$ cat config.mk
export PLATFORM = sky130hd
export DESIGN_NAME = ddr4_v2_2_20_cal_wr_cas_sched
export DESIGN_NICKNAME = d
export VERILOG_FILES = /design/src/rtl/ddr4_v2_2_20_cal_wr_sched_pkg.sv /design/src/rtl/ddr4_v2_2_20_cal_wr_rr_arb.sv /design/src/rtl/ddr4_v2_2_20_cal_wr_cas_sched.sv
export SDC_FILE = /design/constraint.sdc
export NUM_CORES = 1
export LEC_CHECK = 0
export CAP_MARGIN = 30
export CORE_AREA = 3 3 43 84
export CTS_BUF_LIST = sky130_fd_sc_hd__clkbuf_4
export DETAILED_ROUTE_END_ITERATION = 8
export DIE_AREA = 0 0 46 87
export PLACE_DENSITY = 0.85
export SLEW_MARGIN = 10
export SYNTH_ARGS = -nofsm -noshare
export SYNTH_HDL_FRONTEND = slang
export SYNTH_HIERARCHICAL = 1
export SYNTH_SLANG_ARGS = --single-unit
export TNS_END_PERCENT = 20
$ cat constraint.sdc
create_clock -name clk -period 10.5 [get_ports clk]
set_input_delay 1.575 -clock clk [delete_from_list [all_inputs] [get_ports clk]]
set_output_delay 1.575 -clock clk [all_outputs]
set_load 0.01 [all_outputs]
$ cat src/rtl/ddr4_v2_2_20_cal_wr_sched_pkg.sv
// rtl/ddr4_v2_2_20_cal_wr_sched_pkg.sv - shared types and helpers for the write-CAS scheduler
package ddr4_v2_2_20_cal_wr_sched_pkg;

    // IDLE: cal port owns the scheduler. DRAIN: waiting for cal writes to retire.
    // MC: MC ports own the scheduler until reset.
    typedef enum logic [1:0] {
        IDLE  = 2'd0,
        DRAIN = 2'd1,
        MC    = 2'd2
    } sched_state_e;

    localparam logic [1:0] SLOT0 = 2'd0;
    localparam logic [1:0] SLOT2 = 2'd2;

    // Width of the remaining-spacing counter, in tCK.
    localparam int GAP_W = 5;

    // Saturating subtract: never wraps below zero.
    function automatic logic [GAP_W-1:0] sat_sub(input logic [GAP_W-1:0] a,
                                                 input logic [GAP_W-1:0] b);
        return (a > b) ? (a - b) : '0;
    endfunction

endpackage

$ cat src/rtl/ddr4_v2_2_20_cal_wr_rr_arb.sv
// rtl/ddr4_v2_2_20_cal_wr_rr_arb.sv - round-robin arbiter over eligible MC write ports
// Ports:
//   req   in  NREQ  valid requests
//   mask  in  NREQ  per-port eligibility (rank spacing satisfied)
//   ptr   in  PW    highest-priority port index
//   grant out NREQ  one-hot grant, zero when nothing is both valid and eligible
module ddr4_v2_2_20_cal_wr_rr_arb
    import ddr4_v2_2_20_cal_wr_sched_pkg::*;
#(
    parameter int NREQ = 2,
    parameter int PW   = 1
) (
    input  logic [NREQ-1:0] req,
    input  logic [NREQ-1:0] mask,
    input  logic [PW-1:0]   ptr,
    output logic [NREQ-1:0] grant
);

    logic [PW-1:0] idx;
    logic          found;

    // Walk ports starting at ptr; the first valid and eligible one wins.
    always_comb begin
        grant = '0;
        found = 1'b0;
        idx   = '0;
        for (int i = 0; i < NREQ; i++) begin
            idx = PW'((int'(ptr) + i) % NREQ);
            if (!found && req[idx] && mask[idx]) begin
                grant[idx] = 1'b1;
                found      = 1'b1;
            end
        end
    end

endmodule

$ cat src/rtl/ddr4_v2_2_20_cal_wr_cas_sched.sv
// rtl/ddr4_v2_2_20_cal_wr_cas_sched.sv - write-CAS scheduler for the cal/MC write path
// Ports:
//   clk, rst                     fabric clock (4 tCK/cycle), synchronous active-high reset
//   calDone                      selects the MC ports once calibration is complete
//   cal_valid/rank/buf, cal_ready cal write request and its accept
//   req_valid/rank/buf, req_ready MC write requests and one-hot accept
//   wr_done                      one pulse per retired write
//   wrCAS/casSlot/winBuf/winRank issued write, registered, one cycle after accept
//   outstanding                  writes issued and not yet retired
module ddr4_v2_2_20_cal_wr_cas_sched
    import ddr4_v2_2_20_cal_wr_sched_pkg::*;
#(
    parameter int DBAW     = 5,
    parameter int NREQ     = 2,
    parameter int TCCD     = 4,
    parameter int RANK_GAP = 2,
    parameter int MAX_OUT  = 8,
    parameter int SLOT2_EN = 1
) (
    input  logic                 clk,
    input  logic                 rst,
    input  logic                 calDone,
    input  logic                 cal_valid,
    input  logic [1:0]           cal_rank,
    input  logic [DBAW-1:0]      cal_buf,
    output logic                 cal_ready,
    input  logic [NREQ-1:0]      req_valid,
    input  logic [2*NREQ-1:0]    req_rank,
    input  logic [DBAW*NREQ-1:0] req_buf,
    output logic [NREQ-1:0]      req_ready,
    input  logic                 wr_done,
    output logic                 wrCAS,
    output logic [1:0]           casSlot,
    output logic [DBAW-1:0]      winBuf,
    output logic [1:0]           winRank,
    output logic [3:0]           outstanding
);

    localparam int              PW     = (NREQ > 1) ? $clog2(NREQ) : 1;
    localparam logic [GAP_W-1:0] RG    = GAP_W'(RANK_GAP);
    localparam logic [GAP_W-1:0] TCCD_G = GAP_W'(TCCD);
    localparam logic [GAP_W-1:0] TCK_PER_CYC = GAP_W'(4);
    localparam logic [GAP_W:0]   TWO   = (GAP_W+1)'(2);
    localparam logic [3:0]       MAX_Q = 4'(MAX_OUT);

    sched_state_e     state_q, state_d;
    logic [GAP_W-1:0] gap_q, gap_d;
    logic [1:0]       last_rank_q, last_rank_d;
    logic [PW-1:0]    rr_ptr_q, rr_ptr_d;
    logic [3:0]       out_q, out_d;
    logic             wrcas_q, wrcas_d;
    logic [1:0]       slot_q, slot_d;
    logic [DBAW-1:0]  win_buf_q, win_buf_d;
    logic [1:0]       win_rank_q, win_rank_d;

    logic                 credit_ok;
    logic [2:0]           cal_pick;
    logic [NREQ-1:0]      req_elig;
    logic [NREQ-1:0][1:0] req_slot;
    logic [NREQ-1:0]      arb_req;
    logic [NREQ-1:0]      grant;
    logic [PW-1:0]        win_idx;
    logic                 cal_acc;
    logic                 acc;
    logic [1:0]           acc_rank;
    logic [1:0]           acc_slot;
    logic [DBAW-1:0]      acc_buf;
    logic [GAP_W-1:0]     acc_rg;

    // {eligible, slot} for a candidate rank. A rank change costs RANK_GAP extra tCK
    // on top of whatever spacing is still pending from the last CAS.
    function automatic logic [2:0] pick_slot(input logic [GAP_W-1:0] gap,
                                             input logic [1:0]       last,
                                             input logic [1:0]       rank);
        logic [GAP_W:0] eff;
        eff = {1'b0, gap} + ((rank != last) ? {1'b0, RG} : '0);
        if (eff == '0) begin
            return {1'b1, SLOT0};
        end else if ((SLOT2_EN != 0) && (eff <= TWO)) begin
            return {1'b1, SLOT2};
        end
        return {1'b0, SLOT0};
    endfunction

    always_comb begin
        req_elig = '0;
        req_slot = '0;
        for (int i = 0; i < NREQ; i++) begin
            {req_elig[i], req_slot[i]} = pick_slot(gap_q, last_rank_q, req_rank[2*i +: 2]);
        end
    end

    assign credit_ok = (out_q != MAX_Q);
    assign cal_pick  = pick_slot(gap_q, last_rank_q, cal_rank);
    assign cal_ready = (state_q == IDLE) && !calDone && credit_ok && cal_pick[2];
    assign arb_req   = ((state_q == MC) && credit_ok) ? req_valid : '0;

    ddr4_v2_2_20_cal_wr_rr_arb #(
        .NREQ (NREQ),
        .PW   (PW)
    ) u_arb (
        .req   (arb_req),
        .mask  (req_elig),
        .ptr   (rr_ptr_q),
        .grant (grant)
    );

    assign req_ready = grant;

    always_comb begin
        win_idx = '0;
        for (int i = 0; i < NREQ; i++) begin
            if (grant[i]) begin
                win_idx = PW'(i);
            end
        end
    end

    assign cal_acc  = cal_valid && cal_ready;
    assign acc      = cal_acc || (|grant);
    assign acc_rank = cal_acc ? cal_rank : req_rank[2*int'(win_idx) +: 2];
    assign acc_buf  = cal_acc ? cal_buf  : req_buf[DBAW*int'(win_idx) +: DBAW];
    assign acc_slot = cal_acc ? cal_pick[1:0] : req_slot[win_idx];
    assign acc_rg   = (acc_rank != last_rank_q) ? RG : '0;

    always_comb begin
        state_d     = state_q;
        gap_d       = sat_sub(gap_q, TCK_PER_CYC);
        last_rank_d = last_rank_q;
        rr_ptr_d    = rr_ptr_q;
        out_d       = out_q;
        wrcas_d     = 1'b0;
        slot_d      = slot_q;
        win_buf_d   = win_buf_q;
        win_rank_d  = win_rank_q;

        if (acc) begin
            wrcas_d     = 1'b1;
            slot_d      = acc_slot;
            win_buf_d   = acc_buf;
            win_rank_d  = acc_rank;
            last_rank_d = acc_rank;
            // Spacing left after this CAS, measured from the start of the next cycle.
            gap_d       = sat_sub(GAP_W'(acc_slot) + TCCD_G + acc_rg, TCK_PER_CYC);
            if (!cal_acc) begin
                rr_ptr_d = PW'((int'(win_idx) + 1) % NREQ);
            end
        end

        case ({acc, wr_done})
            2'b10:   out_d = out_q + 4'd1;
            2'b01:   out_d = (out_q != 4'd0) ? (out_q - 4'd1) : out_q;
            default: out_d = out_q;
        endcase

        case (state_q)
            IDLE:    if (calDone) state_d = (out_q == 4'd0) ? MC : DRAIN;
            DRAIN:   if (out_q == 4'd0) state_d = MC;
            MC:      state_d = MC;
            default: state_d = IDLE;
        endcase
    end

    always_ff @(posedge clk) begin
        if (rst) begin
            state_q     <= IDLE;
            gap_q       <= '0;
            last_rank_q <= '0;
            rr_ptr_q    <= '0;
            out_q       <= '0;
            wrcas_q     <= 1'b0;
            slot_q      <= '0;
            win_buf_q   <= '0;
            win_rank_q  <= '0;
        end else begin
            state_q     <= state_d;
            gap_q       <= gap_d;
            last_rank_q <= last_rank_d;
            rr_ptr_q    <= rr_ptr_d;
            out_q       <= out_d;
            wrcas_q     <= wrcas_d;
            slot_q      <= slot_d;
            win_buf_q   <= win_buf_d;
            win_rank_q  <= win_rank_d;
        end
    end

    // A retirement with nothing in flight means the write datapath lost count.
    always_ff @(posedge clk) begin
        if (!rst) begin
            assert (!(wr_done && (out_q == 4'd0)));
        end
    end

    assign wrCAS       = wrcas_q;
    assign casSlot     = slot_q;
    assign winBuf      = win_buf_q;
    assign winRank     = win_rank_q;
    assign outstanding = out_q;

endmodule

==> results.json <==
{
  "netlist_area_mm2": 0.00161,
  "port_buffers": 43,
  "worst_slew_pin_slew_ns": 0.614,
  "fin_crit_sh_pct": 55.5,
  "async_reset_ff_share_pct": 0,
  "crit_fanout": 18,
  "cts_buffers": 3,
  "report.final.slew_viol_count": 0,
  "finalSetupTns_ns": 0,
  "fillers": 267,
  "dieArea_mm2": 0.00400,
  "final_util_pct": 67.6,
  "slowest_delay_ns": 0.64,
  "combPwrFrac_pct": 65.2,
  "rr_endpoint": "outstanding[2]",
  "area_growth_pct": 26.8,
  "seqCellArea_um2": 400,
  "run_status": "complete, no violations",
  "fin_crit_ns": 5.82,
  "worstPathRequired_ns": 8.93,
  "finalSetupViolCount": 0,
  "coreArea_mm2": 0.00301,
  "io-pin-count": 45,
  "worstPathArrival_ns": 4.25,
  "routed_wl_um": 3870,
  "synth_cells": 196,
  "yosysMostFrequentCell": "dfxtp_1",
  "cts_tree": "yes",
  "p_sw_mw": 0.220,
  "place_congestion": 0.830,
  "clockBufferDepth": 2,
  "clock-sinks": 20,
  "clock_latency_ns": 0.30,
  "min_to": "casSlot[1]",
  "drt_iter0_markers": 20,
  "antenna_found_initial": 0,
  "endpoint_kind": "output port",
  "rows": 28,
  "cts_resized": 0,
  "cap_violations": 0,
  "ys_top_cells_by_area": "dfxtp_1 (25%), ha_1 (11%), mux2i_1 (8.1%), xnor2_1 (4.9%), nand2_1 (4.2%)",
  "hold_viol_final": 0,
  "multi_input_area_mm2": 0.00111,
  "synth_top_area_share_pct": 24.9,
  "antenna_cells": 0,
  "die_height_um": 87,
  "crit_path_top_delay_cell": "clkdlybuf4s50_1",
  "reg2reg_depth": 17,
  "switching_share_pct": 44.4,
  "synth_edf_count": 0,
  "power_density_mw_per_mm2": 244,
  "vias": 1524,
  "start_kind": "input pin",
  "clkPwrFrac_pct": 7.6,
  "intPower_mw": 0.276,
  "initial_core_util_pct": 53.4,
  "ys.flop_type": "dfxtp_1",
  "timing.final.ws_setup_ns": 4.68,
  "holdBufCountCts": 0,
  "ys_ff_latch": 20,
  "grt_max_degree": 19,
  "post-place-ws_ns": 4.68,
  "ys_types": 53,
  "dr.pass1.iters": 4,
  "cts_setup_buffers": 0,
  "cts-root-buf": "clkbuf_4",
  "drt.antenna.violating_nets": 0,
  "hold_class": "flop to flop",
  "grt_pass1_wl_um": 6150,
  "crit_buf_inv": 2,
  "synth-seq-area-share_pct": 24.9,
  "htreeDepth": 1,
  "crit_family": "buffers and inverters",
  "fin_nets": 274,
  "vdd_drop_max_v": 0.000175,
  "r2r_start": "winRank[0]",
  "path_cells": "clkdlybuf4s50_1, xnor2_1, nand2_1, ha_1, ha_1, nor2_1, o21ai_0, a21oi_1, o211a_1, clkdlybuf4s50_1",
  "via_per_inst": 5.86,
  "grt_pass1_vias": 1430,
  "leakage_nw": 0.845,
  "max_freq_mhz": 172,
  "yosys_warnings": 6,
  "r2r_setup_slack_ns": 6.65,
  "path_clk_slew_ns": 0.11,
  "syn_nets": 238,
  "avgSynthCellArea_um2": 8.20,
  "min_from": "casSlot[1]",
  "power.share.sequential_pct": 27.2,
  "dp_hpwl_um": 3140,
  "yosys-top-cells-count": "dfxtp_1 (20), nand2_1 (18), nor2_1 (16), ha_1 (14)",
  "grt_util_all_layers_pct": 20.6,
  "wl_per_cell_um": 14.9,
  "rsz0062_at_grt": "no",
  "critPathKind": "input pin to output port",
  "whs_ns": 0.549,
  "slew_headroom_pct": 58.7,
  "layout-drive-gt1-share_pct": 7.39,
  "die_width_um": 46,
  "gr-total-overflow": 0,
  "skew_ns": 0.00388,
  "yosys.area.top_type": "dfxtp_1",
  "drc": 0,
  "whs_path_depth": 2
}
## stage by stage
step	instances	area [um2]	total power [mW]
global route	260	2040	0.542
finish	260	2040	0.497
detailed placement	257	2020	0.462
floorplan	196	1610	0.361
global placement	257	2020	0.455
CTS	260	2040	0.500
## layer usage
layer	vias up	share of wire, %	GRT usage [%]
met2	27	57	37.2
met3	8	2.8	2.90
met4	0	2.7	9.84
met1	711	38	21.6
met5	-	0	0
li1	778	-	-
## tightest hold or removal path, cell delays in order (launching register included)
cell      delay (ns)
dfxtp_1         0.37
nand4_1         0.08
o221ai_1        0.07
## how the worst max path moves through the flow
stage,startpoint,to,slack [ns],cells past startpoint
3_3_place_gp,req_rank[1],req_ready[1],4.75,11
3_5_place_dp,req_rank[3],req_ready[1],4.68,10
6_report,req_rank[3],req_ready[1],4.68,10
4_1_cts,req_rank[3],req_ready[1],4.67,10
5_1_grt,req_rank[3],req_ready[1],4.46,10
2_1_floorplan,req_rank[1],outstanding[2],5.85,19
## registers in the layout, indices dropped and copies added, names as in the netlist
| signal | cells |
|---|---|
| casSlot | 1 |
| gap_q | 4 |
| outstanding | 4 |
| rr_ptr_q | 1 |
| state_q | 2 |
| winBuf | 5 |
| winRank | 2 |
| wrCAS | 1 |
## layout make-up
class / count / area share, %
Timing Repair Buffer: 44 / 21.5
Inverter: 8 / 1.47
Clock buffer: 3 / 1.10
Multi-Input combinational cell: 155 / 54.5
Sequential cell: 20 / 19.6
Tap cell: 30 / 1.84
## power by group through the flow
stage	clock [mW]	sequential [mW]	combinational [mW]
global route	0.0417	0.140	0.359
floorplan	0	0.132	0.229
global placement	0	0.138	0.317
finish	0.0376	0.135	0.324
detailed placement	0	0.138	0.325
CTS	0.0383	0.136	0.326
## logic make-up (layout without fill, tap and decap cells)
family,Yosys count,in the layout,share of synthesized area (%)
other cells,1,1,0.233
buf+inv,21,55,6.07
flops,20,20,24.9
compound gates,49,49,22.3
simple gates,67,67,21.1
mux,14,14,9.03
xor+xnor,10,10,5.45
fa+ha+maj,14,14,10.9
## cells in the final DEF, fill, tap and decap left out, drive strengths merged, types with 2 or more instances in the layout
master and instances:
a21oi 14, and3 6, clkbuf 3, clkdlybuf4s50 43, dfxtp 20, ha 14, inv 8, mux2i 13
nand2 19, nand2b 2, nand3 6, nand4 2, nor2 16, nor2b 2, nor3 6, nor4 2
o2111ai 2, o211a 2, o211ai 4, o21a 2, o21ai 12, xnor2 9
Note: power is estimated with default switching activity, not from simulation.
